===== src/rtl/uart.sv =====
// Full-duplex 8N1 UART transceiver with a fixed baud rate.
// The transmitter fires whenever data_in differs from the last byte it sent.
// The receiver loads data_out only for frames that end in a valid stop bit.
module uart #(
   parameter int unsigned CLK_FREQ  = 100_000_000,
   parameter int unsigned BAUD_RATE = 9600
) (
   input  logic       clk,
   input  logic       rst,
   input  logic       rx,
   output logic       tx,
   input  logic [7:0] data_in,
   output logic [7:0] data_out
);

   localparam int unsigned BIT_CYC  = CLK_FREQ / BAUD_RATE;
   localparam int unsigned HALF_CYC = BIT_CYC / 2;
   localparam int unsigned CNT_W    = (BIT_CYC > 1) ? $clog2(BIT_CYC) : 1;

   localparam logic [CNT_W-1:0] BIT_LAST  = CNT_W'(BIT_CYC - 1);
   localparam logic [CNT_W-1:0] HALF_LAST = CNT_W'(HALF_CYC - 1);

   localparam logic [1:0] TX_IDLE  = 2'd0;
   localparam logic [1:0] TX_START = 2'd1;
   localparam logic [1:0] TX_DATA  = 2'd2;
   localparam logic [1:0] TX_STOP  = 2'd3;

   localparam logic [1:0] RX_IDLE  = 2'd0;
   localparam logic [1:0] RX_START = 2'd1;
   localparam logic [1:0] RX_DATA  = 2'd2;
   localparam logic [1:0] RX_STOP  = 2'd3;

   logic [1:0]       tx_state_q, tx_state_d;
   logic [CNT_W-1:0] tx_cnt_q, tx_cnt_d;
   logic [2:0]       tx_bit_q, tx_bit_d;
   logic [7:0]       tx_shift_q, tx_shift_d;
   logic [7:0]       last_sent_q, last_sent_d;
   logic             tx_q, tx_d;

   logic             rx_meta_q, rx_sync_q;
   logic [1:0]       rx_state_q, rx_state_d;
   logic [CNT_W-1:0] rx_cnt_q, rx_cnt_d;
   logic [2:0]       rx_bit_q, rx_bit_d;
   logic [7:0]       rx_shift_q, rx_shift_d;
   logic             armed_q, armed_d;
   logic [7:0]       data_out_q, data_out_d;

   assign tx       = tx_q;
   assign data_out = data_out_q;

   // Transmitter: start on a new data_in value, then hold each bit for BIT_CYC cycles
   always_comb begin
      tx_state_d  = tx_state_q;
      tx_cnt_d    = tx_cnt_q;
      tx_bit_d    = tx_bit_q;
      tx_shift_d  = tx_shift_q;
      last_sent_d = last_sent_q;
      tx_d        = tx_q;
      case (tx_state_q)
         TX_IDLE: begin
            tx_d = 1'b1;
            if (data_in != last_sent_q) begin
               tx_shift_d  = data_in;
               last_sent_d = data_in;
               tx_d        = 1'b0;
               tx_cnt_d    = '0;
               tx_state_d  = TX_START;
            end
         end
         TX_START: begin
            if (tx_cnt_q == BIT_LAST) begin
               tx_cnt_d   = '0;
               tx_bit_d   = '0;
               tx_d       = tx_shift_q[0];
               tx_state_d = TX_DATA;
            end else begin
               tx_cnt_d = tx_cnt_q + CNT_W'(1);
            end
         end
         TX_DATA: begin
            if (tx_cnt_q == BIT_LAST) begin
               tx_cnt_d = '0;
               if (tx_bit_q == 3'd7) begin
                  tx_d       = 1'b1;
                  tx_state_d = TX_STOP;
               end else begin
                  tx_bit_d   = tx_bit_q + 3'd1;
                  tx_shift_d = {1'b0, tx_shift_q[7:1]};
                  tx_d       = tx_shift_q[1];
               end
            end else begin
               tx_cnt_d = tx_cnt_q + CNT_W'(1);
            end
         end
         default: begin
            tx_d = 1'b1;
            if (tx_cnt_q == BIT_LAST) begin
               tx_cnt_d   = '0;
               tx_state_d = TX_IDLE;
            end else begin
               tx_cnt_d = tx_cnt_q + CNT_W'(1);
            end
         end
      endcase
   end

   // Transmitter registers
   always_ff @(posedge clk or negedge rst) begin
      if (!rst) begin
         tx_state_q  <= TX_IDLE;
         tx_cnt_q    <= '0;
         tx_bit_q    <= '0;
         tx_shift_q  <= '0;
         last_sent_q <= '0;
         tx_q        <= 1'b1;
      end else begin
         tx_state_q  <= tx_state_d;
         tx_cnt_q    <= tx_cnt_d;
         tx_bit_q    <= tx_bit_d;
         tx_shift_q  <= tx_shift_d;
         last_sent_q <= last_sent_d;
         tx_q        <= tx_d;
      end
   end

   // Receiver: mid-bit sampling; a bad stop bit disarms until the line is seen high
   always_comb begin
      rx_state_d = rx_state_q;
      rx_cnt_d   = rx_cnt_q;
      rx_bit_d   = rx_bit_q;
      rx_shift_d = rx_shift_q;
      armed_d    = armed_q;
      data_out_d = data_out_q;
      case (rx_state_q)
         RX_IDLE: begin
            if (rx_sync_q) begin
               armed_d = 1'b1;
            end else if (armed_q) begin
               rx_cnt_d   = '0;
               rx_state_d = RX_START;
            end
         end
         RX_START: begin
            if (rx_cnt_q == HALF_LAST) begin
               rx_cnt_d = '0;
               rx_bit_d = '0;
               rx_state_d = rx_sync_q ? RX_IDLE : RX_DATA;
            end else begin
               rx_cnt_d = rx_cnt_q + CNT_W'(1);
            end
         end
         RX_DATA: begin
            if (rx_cnt_q == BIT_LAST) begin
               rx_cnt_d   = '0;
               rx_shift_d = {rx_sync_q, rx_shift_q[7:1]};
               if (rx_bit_q == 3'd7) begin
                  rx_state_d = RX_STOP;
               end else begin
                  rx_bit_d = rx_bit_q + 3'd1;
               end
            end else begin
               rx_cnt_d = rx_cnt_q + CNT_W'(1);
            end
         end
         default: begin
            if (rx_cnt_q == BIT_LAST) begin
               rx_cnt_d   = '0;
               rx_state_d = RX_IDLE;
               if (rx_sync_q) begin
                  data_out_d = rx_shift_q;
               end else begin
                  armed_d = 1'b0;
               end
            end else begin
               rx_cnt_d = rx_cnt_q + CNT_W'(1);
            end
         end
      endcase
   end

   // Receiver registers; the synchroniser resets low so a tied-low line never arms
   always_ff @(posedge clk or negedge rst) begin
      if (!rst) begin
         rx_meta_q  <= 1'b0;
         rx_sync_q  <= 1'b0;
         rx_state_q <= RX_IDLE;
         rx_cnt_q   <= '0;
         rx_bit_q   <= '0;
         rx_shift_q <= '0;
         armed_q    <= 1'b0;
         data_out_q <= '0;
      end else begin
         rx_meta_q  <= rx;
         rx_sync_q  <= rx_meta_q;
         rx_state_q <= rx_state_d;
         rx_cnt_q   <= rx_cnt_d;
         rx_bit_q   <= rx_bit_d;
         rx_shift_q <= rx_shift_d;
         armed_q    <= armed_d;
         data_out_q <= data_out_d;
      end
   end

endmodule


===== config.mk =====
export PLATFORM = sky130hd
export DESIGN_NAME = uart
export DESIGN_NICKNAME = d
export VERILOG_FILES = /design/src/rtl/uart.sv
export SDC_FILE = /design/constraint.sdc
export NUM_CORES = 1
export LEC_CHECK = 0
export BUFFER_PORTS_ARGS = -buffer_cell sky130_fd_sc_hd__buf_2
export CORE_AREA = 10 10 135 137
export DETAILED_ROUTE_END_ITERATION = 7
export DIE_AREA = 0 0 145 147
export GPL_ROUTABILITY_DRIVEN = 0
export HOLD_SLACK_MARGIN = 0.08
export PLACE_DENSITY = 0.47
export SLEW_MARGIN = 20
export SYNTH_ARGS = -nofsm -noshare
export SYNTH_HDL_FRONTEND = slang
export SYNTH_SLANG_ARGS = --single-unit

===== constraint.sdc =====
create_clock -name clk -period 6.9 [get_ports clk]
set_input_delay 0.345 -clock clk [delete_from_list [all_inputs] [get_ports clk]]
set_output_delay 0.345 -clock clk [all_outputs]
set_load 0.05 [all_outputs]

Word-level counts from Yosys, hierarchy flattened
Index checks and enable logic that the tools add are counted.
- eq/ne operators: 23
- reductions and logical operators: 21
- $add $sub $neg: 4
- bitwise operators: 2
- multiplexer cells: 43
- operators with widths (kind ; count):
    two-way mux 14 bit ; 7
    adder 14 x 1 -> 14 bit, second input constant ; 2
    equality test 14 bit, second input constant ; 2
    one-hot mux 14 bit (2 select lines) ; 1
    two-way mux 2 bit ; 12
    two-way mux 8 bit ; 3
    inequality test 2 bit, second input constant ; 12
    two-way mux 3 bit ; 6
    one-hot mux 8 bit (2 select lines) ; 1
    AND reduction 4 bit ; 4
    equality test 14 x 13 -> 1 bit, second input constant ; 1
    one-hot mux 2 bit (3 select lines) ; 2
    one-hot mux 3 bit (2 select lines) ; 2
    nonzero test 2 bit ; 5
    inequality test 8 bit ; 1
    AND reduction 2 bit ; 4
    two-way mux 1 bit ; 7
    adder 3 x 1 -> 3 bit, second input constant ; 2
    equality test 3 bit, second input constant ; 2
    AND reduction 6 bit ; 1
    AND reduction 5 bit ; 1
    equality test 2 x 1 -> 1 bit, second input constant ; 2
    equality test 2 bit, second input constant ; 2
    logical NOT 2 bit ; 2
    other kinds (8) ; 9
- input bits: 11
- output and inout port bits: 9
- word-level logic and storage cells: 107
- flip-flop bits (word level): 74

Depth between registers and ports, before layout
- depth in word-level cells: 4
- mapped depth: 8

Worst setup path after synthesis
No wires, ideal clock.
- path kind: flip-flop to flip-flop
- start: register tx_cnt_q[8]
- end: register tx_state_q[1]
- data arrival time: 2.276 ns
- buffers on the path: 1
- library setup time: 0.125 ns
- clock period less this slack: 2.401 ns
- slack: 4.499 ns
- cell stages (with the launch flop): 7
- required time: 6.775 ns
- path through: dfrtp_1 or4_4 or4_4 buf_6 a21o_2 a21oi_2 mux2_2
- cells in the longest elaborated chain, start to end: 3
- elaborated cells between the ends (all ways): 5
- those cells by class: 3 x eq/ne; 2 x reduce/logical
- ends and longest elaborated chain (element ; RTL line ; RTL):
    start, declared ; 34 ; logic [CNT_W-1:0] tx_cnt_q, tx_cnt_d;
    start signal, assigned ; 118 ; tx_cnt_q <= tx_cnt_d;
    equality test 14 bit * ; 71, 81, 97 ;
    inequality test 2 bit (no source line) / nonzero test 2 bit (equally long branches) ; n/a ;
    AND reduction 5 bit (no source line) * ; n/a ;
    end signal, assigned ; 117 ; tx_state_q <= tx_state_d;
    end, declared ; 33 ; logic [1:0] tx_state_q, tx_state_d;
Every way passes the cells marked *; elsewhere a longest branch is shown, timed or not.
A chain may end at the register's enable or synchronous reset.

Final worst setup path
Ends and elaborated chain as after synthesis.

==> results.txt <==
----------------------------------------------------
[Global routing]
  Number of global-route vias before repair ... around 2700
  Initial antenna violation count ... 0
  Global-route wire length before repair ... about 13000 um
  All-Layer GR Usage ... under 10%
  Largest net degree at the start of global routing ... 75
  Gr ovfl total ... 0

[Synthesis]
  Number of enable flip-flop cells after synthesis ... 0
  Area share of the leading cell type in the synthesized netlist ... 48.0%
  Top cells by instance count after synthesis ... dfrtp_1, mux2_2, nor2_1, nand2_1, o21ai_0
  Cell type with the largest total area after synthesis ... dfrtp_1
  Fraction of registers with async set or reset after synthesis ... 100%
  Flip-flop and latch count after synthesis ... between 70 and 80
  Synth area leaders ... dfrtp_1, mux2_2, ha_1
  Yosys warns ... 0
  Most used standard cell by instance count after synthesis ... dfrtp_1
  Post-synthesis cell count ... around 340
  Seq/Total Area, Yosys ... 48.7%
  Synthesized area ... between 3000 and 4000 um2
  Synthesized net count ... approximately 370
  Predominant post-synthesis flop cell ... dfrtp_1
  Netlist cell types ... 45
  Average size of a mapped cell ... around 11 um2

[Floorplan]
  Row count ... 46
  Starting Density ... between 20% and 30%
  Top Ports ... 20
  Die height ... 147 um
  Horizontal extent of the die ... around 150 um
  Area of the placeable core ... approximately 16000 um2
  Overall die area ... between 20000 and 25000 um2

[Clock tree]
  Clock root buffer ... clkbuf_16
  Clock-pin slew on the worst setup and hold paths ... 0.06 ns
  Source-to-sink clock delay at the later pin of the worst-skew pair ... about 0.33 ns
  Post-CTS Setup Bufs ... 0
  Clock Sink Count ... 74
  Maximum count of clock buffers along a single path ... 2
  Clock tree from TritonCTS ... yes
  CTS Buf Count ... 9
  Deepest level of the CTS H-tree ... 3
  Gates resized, CTS repair ... 0
  Total of hold buffers inserted after clock tree synthesis ... 0

[Routing]
  Detailed-route DRC error count ... 0
  Remaining antenna violation count after routing ... 0
  Avg WL per Cell ... ~13 um
  Initial detailed-routing violation count ... 110
  Total iterations of the first detailed-routing run ... 4
  Total number of vias ... between 2000 and 3000
  Via density per instance ... about 4.4
  Total routed wirelength ... roughly 7300 um

[Setup path]
  Cells on worst reg2reg path ... 5
  CP endpoint kind ... flip-flop
  FF-to-FF Start ... tx_cnt_q[8]
  Critical Path AT ... ~2.7 ns
  Worst stage delay on the critical path ... between 0.6 and 0.7 ns
  Type of the worst setup path ... reg2reg
  Cell-by-cell trace of the critical path ... or4_4 -> nor4_1 -> nand2_1 -> a21oi_2 -> mux2_2
  Setup slack on the worst flop-to-flop path ... about 4.4 ns
  Endpoint required time on the critical path ... just over 7 ns
  Setup crit end ... tx_state_q[1]
  Crit path max fanout ... 6
  Destination of the worst register-to-register timing path ... tx_state_q[1]
  Worst-path cell with the longest stage delay ... nor4_1
  Critical path launch point type ... flip-flop
  Critical Path Source ... tx_cnt_q[8]

[Power and ir drop]
  Sw Pwr ... slightly below 0.0003 W
  Part of the power in registers ... 39.9%
  Switching share of power ... between 20% and 30%
  Static leakage power ... just over 2 nW
  Cell-internal power ... 0.000886 W
  IR Drop Worst-Case VDD ... 0.198 mV
  Clock share of power ... 46.5%
  Part of the power in combinational logic ... 13.6%
  Power Dens Cells ... ~260 nW/um2

[Layout]
  Post-Route Utilization ... about 29%
  Share of post-route cells with drive strength above 1 ... between 20% and 30%
  Count of nets after finishing ... 389
  Final instance area ... ~4500 um2
  Synthesis-to-finish area growth ... 18.1%
  Antenna cells ... 0
  Filler Cell Count ... around 1600

[Timing]
  Sum of negative setup slack ... 0 ns
  Count of endpoints failing setup in the final report ... 0
  Headroom to the max-slew limit ... approximately 38%
  Measured slew at the worst slew-check pin ... roughly 0.94 ns
  Unrepaired setup endpoints after global routing ... false
  Setup Skew ... 0.00414 ns
  Max Slew Vio Count ... 0
  Peak clock frequency supported by timing ... a little over 400 MHz
  Shortest period the worst path allows ... roughly 2.5 ns
  Final-report hold violation count ... 0
  Worst Hold Slack ... 0.114 ns
  Final clock period utilization by the worst path ... about 36%

[Place]
  Cell area reported after detailed placement ... between 4000 and 5000 um2
  Detailed-placement wirelength estimate ... 5030 um
  Count of input and output buffers ... 19

[Run]
  Max-cap viol count ... 0

[Worst hold path]
  Worst hold path type ... in2reg

[Outcome]
  Status ... finished clean

----------------------------------------------------
-- layer usage --
metal	GRT usage, %	vias to the layer above	share of wire (%)
met5	0	-	0
met4	3.63	0	1.7
met3	2.33	8	3.0
met2	11.8	29	48
met1	8.57	1271	47
li1	-	1256	-
-- power groups by stage --
| stage | logic [W] | registers (W) | clock network, W |
|---|---|---|---|
| 3_3_place_gp | 0.000162 | 0.000478 | 0 |
| 6_report | 0.000160 | 0.000472 | 0.000549 |
| 2_1_floorplan | 0.000118 | 0.000474 | 0 |
| 3_5_place_dp | 0.000164 | 0.000479 | 0 |
| 5_1_grt | 0.000189 | 0.000474 | 0.000587 |
| 4_1_cts | 0.000165 | 0.000471 | 0.000564 |
-- stage by stage --
step,setup WS [ns],power [W],cells
finish,4.42,0.00118,584
global route,4.21,0.00125,584
CTS,4.41,0.00120,584
detailed placement,4.44,0.000644,568
global placement,4.48,0.000640,568
floorplan,4.50,0.000592,341
-- cells by family (layout without fill, tap and decap cells) --
family | after synthesis | in the layout | synth area share, %
AOI/OAI and AO/OA | 57 | 57 | 10.2
buffers and inverters | 20 | 47 | 2.20
and+or+nand+nor | 109 | 109 | 15.2
xor gates and xnor gates | 20 | 20 | 4.60
DFF | 74 | 74 | 48.7
adders and majority gates | 15 | 15 | 4.93
muxes | 46 | 46 | 14.2
-- worst max-delay path, delay by kind of cell (launching register included) --
kind	cells	cell delay, ns
mux	1	0.35
simple gates	3	1.37
compound gates	1	0.22
flops	1	0.42
-- layout by cell type, fill, tap and decap left out, types with 4 or more instances in the layout --
cell type,count
nor4bb_1,4
inv_1,10
nor2_1,32
ha_1,15
a21oi_1,10
nand3_1,8
nand4_1,5
mux2_2,33
nor4_1,4
nand2_1,25
xnor2_1,6
xor2_1,14
nor3_1,5
buf_2,18
mux2i_1,5
clkbuf_16,9
a22o_1,10
o21ai_0,18
dfrtp_1,73
mux2_4,8
and4_1,4
-- how the worst min path moves through the flow --
stage	end	cells after the start	slack, ns	startpoint
6_report	rx_meta_q	1	0.11	rx
5_1_grt	rx_meta_q	1	0.1	rx
3_5_place_dp	rx_sync_q	0	0.34	rx_meta_q
3_3_place_gp	rx_sync_q	0	0.34	rx_meta_q
4_1_cts	rx_meta_q	1	0.10	rx
2_1_floorplan	armed_q	0	0.05	rst
-- registers in the layout, indices dropped and copies added, names as in the netlist --
register	cells
armed_q	1
data_out	8
last_sent_q	8
rx_bit_q	3
rx_cnt_q	14
rx_meta_q	1
rx_shift_q	8
rx_state_q	2
rx_sync_q	1
tx	1
tx_bit_q	3
tx_cnt_q	14
tx_shift_q	8
tx_state_q	2
-- area by class of cell --
class,instances,area [um2],share of cell area [%]
Multi-Input combinational cell,247,1870,41.6
Sequential cell,74,1850,41.2
Tap cell,216,270,6.01
Clock buffer,12,256,5.70
Timing Repair Buffer,21,113,2.50
Clock inverter,4,97.6,2.17
Inverter,10,37.5,0.834
Note: power is estimated with default switching activity, not from simulation.
